### src/rtl/clahe_hist_pkg.sv
// Shared state encodings and helpers for the CLAHE histogram RAM controller.
package clahe_hist_pkg;

  typedef enum logic [2:0] {
    ST_IDLE    = 3'd0,
    ST_CLEAR   = 3'd1,
    ST_ACCUM   = 3'd2,
    ST_DRAIN   = 3'd3,
    ST_READOUT = 3'd4
  } state_t;

  // Increment clamped to the all-ones value of a width-bit counter (width <= 32).
  function automatic logic [31:0] sat_inc(input logic [31:0] value, input int unsigned width);
    logic [31:0] max_val;
    max_val = (width >= 32) ? '1 : ((32'd1 << width) - 32'd1);
    return (value >= max_val) ? max_val : value + 32'd1;
  endfunction

endpackage

### src/rtl/clahe_hist_fwd_unit.sv
// Read-modify-write stage for histogram accumulation: aligns reads with RAM data,
// forwards in-flight writes to cover read-during-write hazards, saturates counts.
module clahe_hist_fwd_unit
  import clahe_hist_pkg::*;
#(
  parameter int ADDR_WIDTH = 8,
  parameter int DATA_WIDTH = 16
) (
  input  logic                  clk,
  input  logic                  rst,
  input  logic                  rd_valid,
  input  logic [ADDR_WIDTH-1:0] rd_bin,
  input  logic [DATA_WIDTH-1:0] rdata,
  output logic                  wr_valid,
  output logic [ADDR_WIDTH-1:0] wr_bin,
  output logic [DATA_WIDTH-1:0] wr_data
);

  logic                  s1_valid;
  logic [ADDR_WIDTH-1:0] s1_bin;
  logic                  w_valid;
  logic [ADDR_WIDTH-1:0] w_bin;
  logic [DATA_WIDTH-1:0] w_data;
  logic [DATA_WIDTH-1:0] base;
  logic [DATA_WIDTH-1:0] inc;

  // S2 is the write being presented now (not yet in the RAM); W was presented
  // last cycle and committed on the same edge that sampled this read, so the
  // RAM returned the value from before it.
  always_comb begin
    base = rdata;
    if (wr_valid && (wr_bin == s1_bin)) begin
      base = wr_data;
    end else if (w_valid && (w_bin == s1_bin)) begin
      base = w_data;
    end
    inc = DATA_WIDTH'(sat_inc(32'(base), DATA_WIDTH));
  end

  always_ff @(posedge clk) begin
    if (rst) begin
      s1_valid <= 1'b0;
      s1_bin   <= '0;
      wr_valid <= 1'b0;
      wr_bin   <= '0;
      wr_data  <= '0;
      w_valid  <= 1'b0;
      w_bin    <= '0;
      w_data   <= '0;
    end else begin
      s1_valid <= rd_valid;
      s1_bin   <= rd_bin;
      wr_valid <= s1_valid;
      wr_bin   <= s1_bin;
      wr_data  <= inc;
      w_valid  <= wr_valid;
      w_bin    <= wr_bin;
      w_data   <= wr_data;
    end
  end

endmodule

### src/rtl/clahe_hist_ram_ctrl.sv
// CLAHE tile histogram RAM sequencer: clear, accumulate with forwarding,
// readout with optional clear-on-read, and drain.
module clahe_hist_ram_ctrl
  import clahe_hist_pkg::*;
#(
  parameter int ADDR_WIDTH = 8,
  parameter int DATA_WIDTH = 16
) (
  input  logic                  clk,
  input  logic                  rst,
  input  logic                  cmd_clear,
  input  logic                  cmd_accum,
  input  logic                  cmd_stop,
  input  logic                  cmd_readout,
  input  logic                  rd_clear,
  input  logic                  pix_valid,
  input  logic [ADDR_WIDTH-1:0] pix_bin,
  output logic [ADDR_WIDTH-1:0] ram_raddr,
  output logic                  ram_re,
  input  logic [DATA_WIDTH-1:0] ram_rdata,
  output logic [ADDR_WIDTH-1:0] ram_waddr,
  output logic [DATA_WIDTH-1:0] ram_wdata,
  output logic                  ram_we,
  output logic                  out_valid,
  output logic [ADDR_WIDTH-1:0] out_bin,
  output logic [DATA_WIDTH-1:0] out_count,
  output logic                  busy,
  output logic                  done,
  output logic [2:0]            state_out
);

  localparam int unsigned NBINS = 1 << ADDR_WIDTH;
  localparam logic [ADDR_WIDTH:0] LAST_CNT = (ADDR_WIDTH+1)'(NBINS);

  state_t                state_q, state_d;
  logic [ADDR_WIDTH:0]   cnt_q, cnt_d;
  logic                  re_q, re_d;
  logic [ADDR_WIDTH-1:0] raddr_q, raddr_d;
  logic                  cwe_q, cwe_d;
  logic [ADDR_WIDTH-1:0] cwaddr_q, cwaddr_d;
  logic                  clr_mode_q, clr_mode_d;
  logic                  done_q, done_d;
  logic                  rd_pend_q;
  logic [ADDR_WIDTH-1:0] pend_bin_q;

  logic                  acc_rd_valid;
  logic                  fwd_we;
  logic [ADDR_WIDTH-1:0] fwd_bin;
  logic [DATA_WIDTH-1:0] fwd_data;

  always_ff @(posedge clk) begin
    if (rst) begin
      state_q    <= ST_IDLE;
      cnt_q      <= '0;
      re_q       <= 1'b0;
      raddr_q    <= '0;
      cwe_q      <= 1'b0;
      cwaddr_q   <= '0;
      clr_mode_q <= 1'b0;
      done_q     <= 1'b0;
      rd_pend_q  <= 1'b0;
      pend_bin_q <= '0;
    end else begin
      state_q    <= state_d;
      cnt_q      <= cnt_d;
      re_q       <= re_d;
      raddr_q    <= raddr_d;
      cwe_q      <= cwe_d;
      cwaddr_q   <= cwaddr_d;
      clr_mode_q <= clr_mode_d;
      done_q     <= done_d;
      rd_pend_q  <= re_q && (state_q == ST_READOUT);
      pend_bin_q <= raddr_q;
    end
  end

  always_comb begin
    state_d    = state_q;
    cnt_d      = cnt_q;
    re_d       = 1'b0;
    raddr_d    = raddr_q;
    cwe_d      = 1'b0;
    cwaddr_d   = cwaddr_q;
    clr_mode_d = clr_mode_q;
    done_d     = 1'b0;
    unique case (state_q)
      ST_IDLE: begin
        if (cmd_clear) begin
          state_d  = ST_CLEAR;
          cnt_d    = (ADDR_WIDTH+1)'(1);
          cwe_d    = 1'b1;
          cwaddr_d = '0;
        end else if (cmd_readout) begin
          state_d    = ST_READOUT;
          cnt_d      = (ADDR_WIDTH+1)'(1);
          re_d       = 1'b1;
          raddr_d    = '0;
          clr_mode_d = rd_clear;
        end else if (cmd_accum) begin
          state_d = ST_ACCUM;
        end
      end
      ST_CLEAR: begin
        if (cnt_q == LAST_CNT) begin
          state_d = ST_IDLE;
          done_d  = 1'b1;
        end else begin
          cwe_d    = 1'b1;
          cwaddr_d = cnt_q[ADDR_WIDTH-1:0];
          cnt_d    = cnt_q + 1'b1;
        end
      end
      ST_ACCUM: begin
        re_d = pix_valid;
        if (pix_valid) raddr_d = pix_bin;
        if (cmd_stop) begin
          state_d = ST_DRAIN;
          cnt_d   = '0;
        end
      end
      ST_DRAIN: begin
        if (cnt_q[0]) begin
          state_d = ST_IDLE;
          done_d  = 1'b1;
        end else begin
          cnt_d = cnt_q + 1'b1;
        end
      end
      ST_READOUT: begin
        // Zeroing write lands in the cycle the read data for that bin returns.
        cwe_d    = re_q && clr_mode_q;
        cwaddr_d = raddr_q;
        if (cnt_q == LAST_CNT) begin
          state_d = ST_IDLE;
          done_d  = 1'b1;
        end else begin
          re_d    = 1'b1;
          raddr_d = cnt_q[ADDR_WIDTH-1:0];
          cnt_d   = cnt_q + 1'b1;
        end
      end
      default: state_d = ST_IDLE;
    endcase
  end

  assign acc_rd_valid = re_q && ((state_q == ST_ACCUM) || (state_q == ST_DRAIN));

  clahe_hist_fwd_unit #(
    .ADDR_WIDTH(ADDR_WIDTH),
    .DATA_WIDTH(DATA_WIDTH)
  ) u_fwd (
    .clk      (clk),
    .rst      (rst),
    .rd_valid (acc_rd_valid),
    .rd_bin   (raddr_q),
    .rdata    (ram_rdata),
    .wr_valid (fwd_we),
    .wr_bin   (fwd_bin),
    .wr_data  (fwd_data)
  );

  always_comb begin
    ram_we    = fwd_we | cwe_q;
    ram_waddr = fwd_we ? fwd_bin : cwaddr_q;
    ram_wdata = fwd_we ? fwd_data : '0;
  end

  assign ram_re    = re_q;
  assign ram_raddr = raddr_q;
  assign out_valid = rd_pend_q;
  assign out_bin   = pend_bin_q;
  assign out_count = rd_pend_q ? ram_rdata : '0;
  assign busy      = (state_q != ST_IDLE);
  assign done      = done_q;
  assign state_out = state_q;

endmodule

### config.mk
export PLATFORM = sky130hd
export DESIGN_NAME = clahe_hist_ram_ctrl
export DESIGN_NICKNAME = d
export VERILOG_FILES = /design/src/rtl/clahe_hist_pkg.sv /design/src/rtl/clahe_hist_fwd_unit.sv /design/src/rtl/clahe_hist_ram_ctrl.sv
export SDC_FILE = /design/constraint.sdc
export NUM_CORES = 1
export LEC_CHECK = 0
export ABC_AREA = 1
export CAP_MARGIN = 20
export CORE_ASPECT_RATIO = 0.5
export CORE_MARGIN = 4
export CORE_UTILIZATION = 42
export DETAILED_ROUTE_END_ITERATION = 8
export GPL_TIMING_DRIVEN = 0
export PLACE_DENSITY_LB_ADDON = 0.05
export REMOVE_ABC_BUFFERS = 1
export SYNTH_ARGS = -nofsm -noshare
export SYNTH_HDL_FRONTEND = slang
export SYNTH_SLANG_ARGS = --single-unit
export TNS_END_PERCENT = 5
### constraint.sdc
create_clock -name clk -period 3.1 [get_ports clk]
set_input_delay 0.465 -clock clk [delete_from_list [all_inputs] [get_ports clk]]
set_output_delay 0.465 -clock clk [all_outputs]
set_load 0.01 [all_outputs]
==> flow_metrics.py <==
metrics = {
    "global_routing": {
        "globalRouteOverflowTotal": 0,
        "global_route_wire_length_before_repair_mm": 23.9,
        "grt_antenna_before_repair": 0,
        "grt_start_max_net_pins": 81,
        "grt_use_total": 0.198,
        "grt_pass1_vias": 4916,
    },
    "floorplanning": {
        "die_height_microns": 87.7,
        "floorplan.initialDensity": 0.440,
        "die_area_sq_mm": 0.0147,
        "core_sq_mm": 0.0121,
        "die_w_microns": 167,
        "io_pins": 96,
        "core.rowCount": 28,
    },
    "placed_design": {
        "buffer_ports.inserted": 95,
        "dp_slack_ns": -0.441,
        "placedCellCount": 1067,
        "routabilityCongestion": 0.904,
        "place.detailed.hpwl_mm": 10.5,
    },
    "route": {
        "drt-vias-per-instance": 4.88,
        "routed_wire_length_per_instance_microns": 13.4,
        "drt_first_iter_violations": 340,
        "firstDrtPassIters": 5,
        "finalWirelength_mm": 14.6,
        "num_vias": 5309,
        "post-route-drc-count": 0,
        "ant_nets": 0,
    },
    "final_layout": {
        "final_core_utilization": 0.551,
        "n_fill_cell": 1235,
        "num_antenna_cells": 0,
        "nNetsFinal": 954,
        "final_common_cell": "sky130_fd_sc_hd__nand2_1",
        "proportion_of_layout_cells_with_a_drive_suffix_above_1": 0.0792,
        "final-instance-count-excl-fill": 1087,
        "most-common-layout-cells": "sky130_fd_sc_hd__nand2_1, sky130_fd_sc_hd__inv_1, sky130_fd_sc_hd__nor2_1, sky130_fd_sc_hd__clkdlybuf4s50_1, sky130_fd_sc_hd__dfxtp_1",
        "syn_to_final_growth_pct": 25.4,
    },
    "timing": {
        "worst_pin_slew_ns": 0.907,
        "rsz0062_at_grt": "no",
        "setup_ws_ns": 0.215,
        "setup_tns_ns": 0,
        "worst_setup_skew_after_layout_ns": 0.00725,
        "finalSetupViolations": 0,
        "maxClockFrequency_mhz": 347,
        "min_period_over_period": 0.931,
        "timing.final.crit_period_ns": 2.88,
        "drv_slew": 0,
        "hold_violations": 0,
        "max-slew-margin-rel": 0.393,
    },
    "clock_network": {
        "cts_made_buffers": 9,
        "ctsLongestPathBuffers": 2,
        "holdBufCountCts": 0,
        "clock_transition_at_path_regs_ns": 0.07,
        "tritoncts": "done",
        "cts_num_sinks": 92,
        "clockRootBuffer": "sky130_fd_sc_hd__clkbuf_16",
        "cts.htree.levels": 3,
        "clock_latency_ns": 0.34,
    },
    "critical_path": {
        "worstPathArrival_ns": 3.14,
        "cp-end-kind": "register",
        "crit_path_max_fo": 16,
        "critical_path_class": "reg2reg",
        "ff2ff_path_depth": 17,
        "setup.worst_path.start_class": "register",
        "cp.required_ns": 3.36,
    },
    "synthesis": {
        "yosys.cell_types.count": 41,
        "synth_warnings": 0,
        "synth.ff_latch_count": 92,
        "share_of_the_yosys_chip_area_belonging_to_registers": 0.346,
        "synth.cell_area_sq_mm": 0.00533,
        "post_synth_inst_count": 835,
        "syn_area_per_cell_sq_um": 6.38,
    },
    "min_path": {
        "worst_hold_class": "reg2reg",
        "whs_path_depth": 2,
    },
    "pwr": {
        "power_per_cell_area_mw_per_mm2": 578,
        "ir_drop_uv": 377,
        "power.total_mw": 3.86,
        "leakage_nw": 3.13,
    },
    "run": {
        "cap_violations": 0,
    },
    "status": {
        "outcome": "finished clean",
    },
}
## worst paths after layout
check,slack [ns],to,from
worst min-delay path,0.40,u_fwd.wr_valid,u_fwd.s1_valid
worst max register to register,0.22,u_fwd.wr_data[15],u_fwd.s1_bin[1]
worst max-delay path,0.22,u_fwd.wr_data[15],u_fwd.s1_bin[1]
worst min register to register,0.40,u_fwd.wr_valid,u_fwd.s1_valid
## Yosys cell counts, drive strengths merged
library cell  number  area share
o221ai             1      0.0028
nand4             19       0.022
o31ai              1      0.0014
o21ai             15       0.014
xor2               6      0.0099
nand3b             3      0.0042
xnor2              3      0.0049
a221oi             9       0.015
a211oi            12       0.017
nor4               1      0.0012
or2                2      0.0023
nor3               8      0.0096
and3               1      0.0012
nor2             109       0.088
o22ai              9       0.011
o311ai             1      0.0016
a21oi             32       0.034
clkbuf            16       0.011
nand3             64       0.071
a22oi              1      0.0014
dfxtp             92        0.35
nor3b              5      0.0080
clkinv             6      0.0045
nand2            241        0.17
ha                 4      0.0094
o211ai             3      0.0042
buf               14       0.019
inv              157        0.11
## final cells by class
class / instances / area [sq um] / area share
Tap cell: 165 / 206 / 0.0309
Timing Repair Buffer: 102 / 1020 / 0.152
Inverter: 163 / 617 / 0.0923
Sequential cell: 92 / 1850 / 0.276
Clock inverter: 5 / 36.3 / 0.00543
Multi-Input combinational cell: 550 / 2720 / 0.407
Clock buffer: 10 / 239 / 0.0358
## cell families after synthesis
family / after synthesis / share of synthesized area
adders and majority gates: 4 / 0.00939
buffers and inverters: 193 / 0.146
DFF: 92 / 0.346
xor gates and xnor gates: 9 / 0.0148
AOI/OAI and AO/OA: 84 / 0.101
and+or+nand+nor: 453 / 0.383
## stage by stage
step	hold slack [ns]	cell area, sq um
finish	0.402	6680
global route	0.447	6680
CTS	0.405	6620
detailed placement	0.400	6340
global placement	0.391	6320
floorplan	0.388	5170
## worst max-delay path: stages (launching register included)
cell and delay [ns]:
sky130_fd_sc_hd__dfxtp_1 0.43, sky130_fd_sc_hd__inv_2 0.09, sky130_fd_sc_hd__nand2_1 0.11, sky130_fd_sc_hd__nand2_1 0.07
sky130_fd_sc_hd__nor2_1 0.11, sky130_fd_sc_hd__nand2_1 0.06, sky130_fd_sc_hd__nor2_1 0.11, sky130_fd_sc_hd__nand2_2 0.28
sky130_fd_sc_hd__inv_6 0.26, sky130_fd_sc_hd__nand2_1 0.09, sky130_fd_sc_hd__nand2_2 0.11, sky130_fd_sc_hd__ha_1 0.20
sky130_fd_sc_hd__nand3_2 0.15, sky130_fd_sc_hd__nor2_4 0.22, sky130_fd_sc_hd__nand3_4 0.23, sky130_fd_sc_hd__nand2_1 0.13
sky130_fd_sc_hd__nor2_1 0.05, sky130_fd_sc_hd__nor2_1 0.11
## routing by layer
metal  GRT usage  vias to the layer above  wire length [microns]
met2       0.328                      146                   6450
met5           0                        -                      0
li1            -                     2765                      -
met4      0.0508                        0                    274
met1       0.267                     2372                   6990
met3      0.0433                       26                    885
## state kept, by name (all words and copies together), names as in the netlist, 3 cells and up
name,cells
u_fwd.w_data,16
u_fwd.wr_data,16
cnt_q,9
cwaddr_q,8
ram_raddr,8
u_fwd.s1_bin,8
u_fwd.w_bin,8
u_fwd.wr_bin,8
state_out,3
## power by group
part           leakage, nW  switching [mW]  internal, mW
registers            0.753           0.115          1.33
logic                 2.24           0.856         0.529
clock network        0.139           0.469         0.566
## repair_timing
item	4_1_cts	5_1_grt
setup endpoints to repair	18	16
pin swaps	0	2
setup buffers	0	5
gates resized for setup	2	5
(Power assumes the default switching activity.)
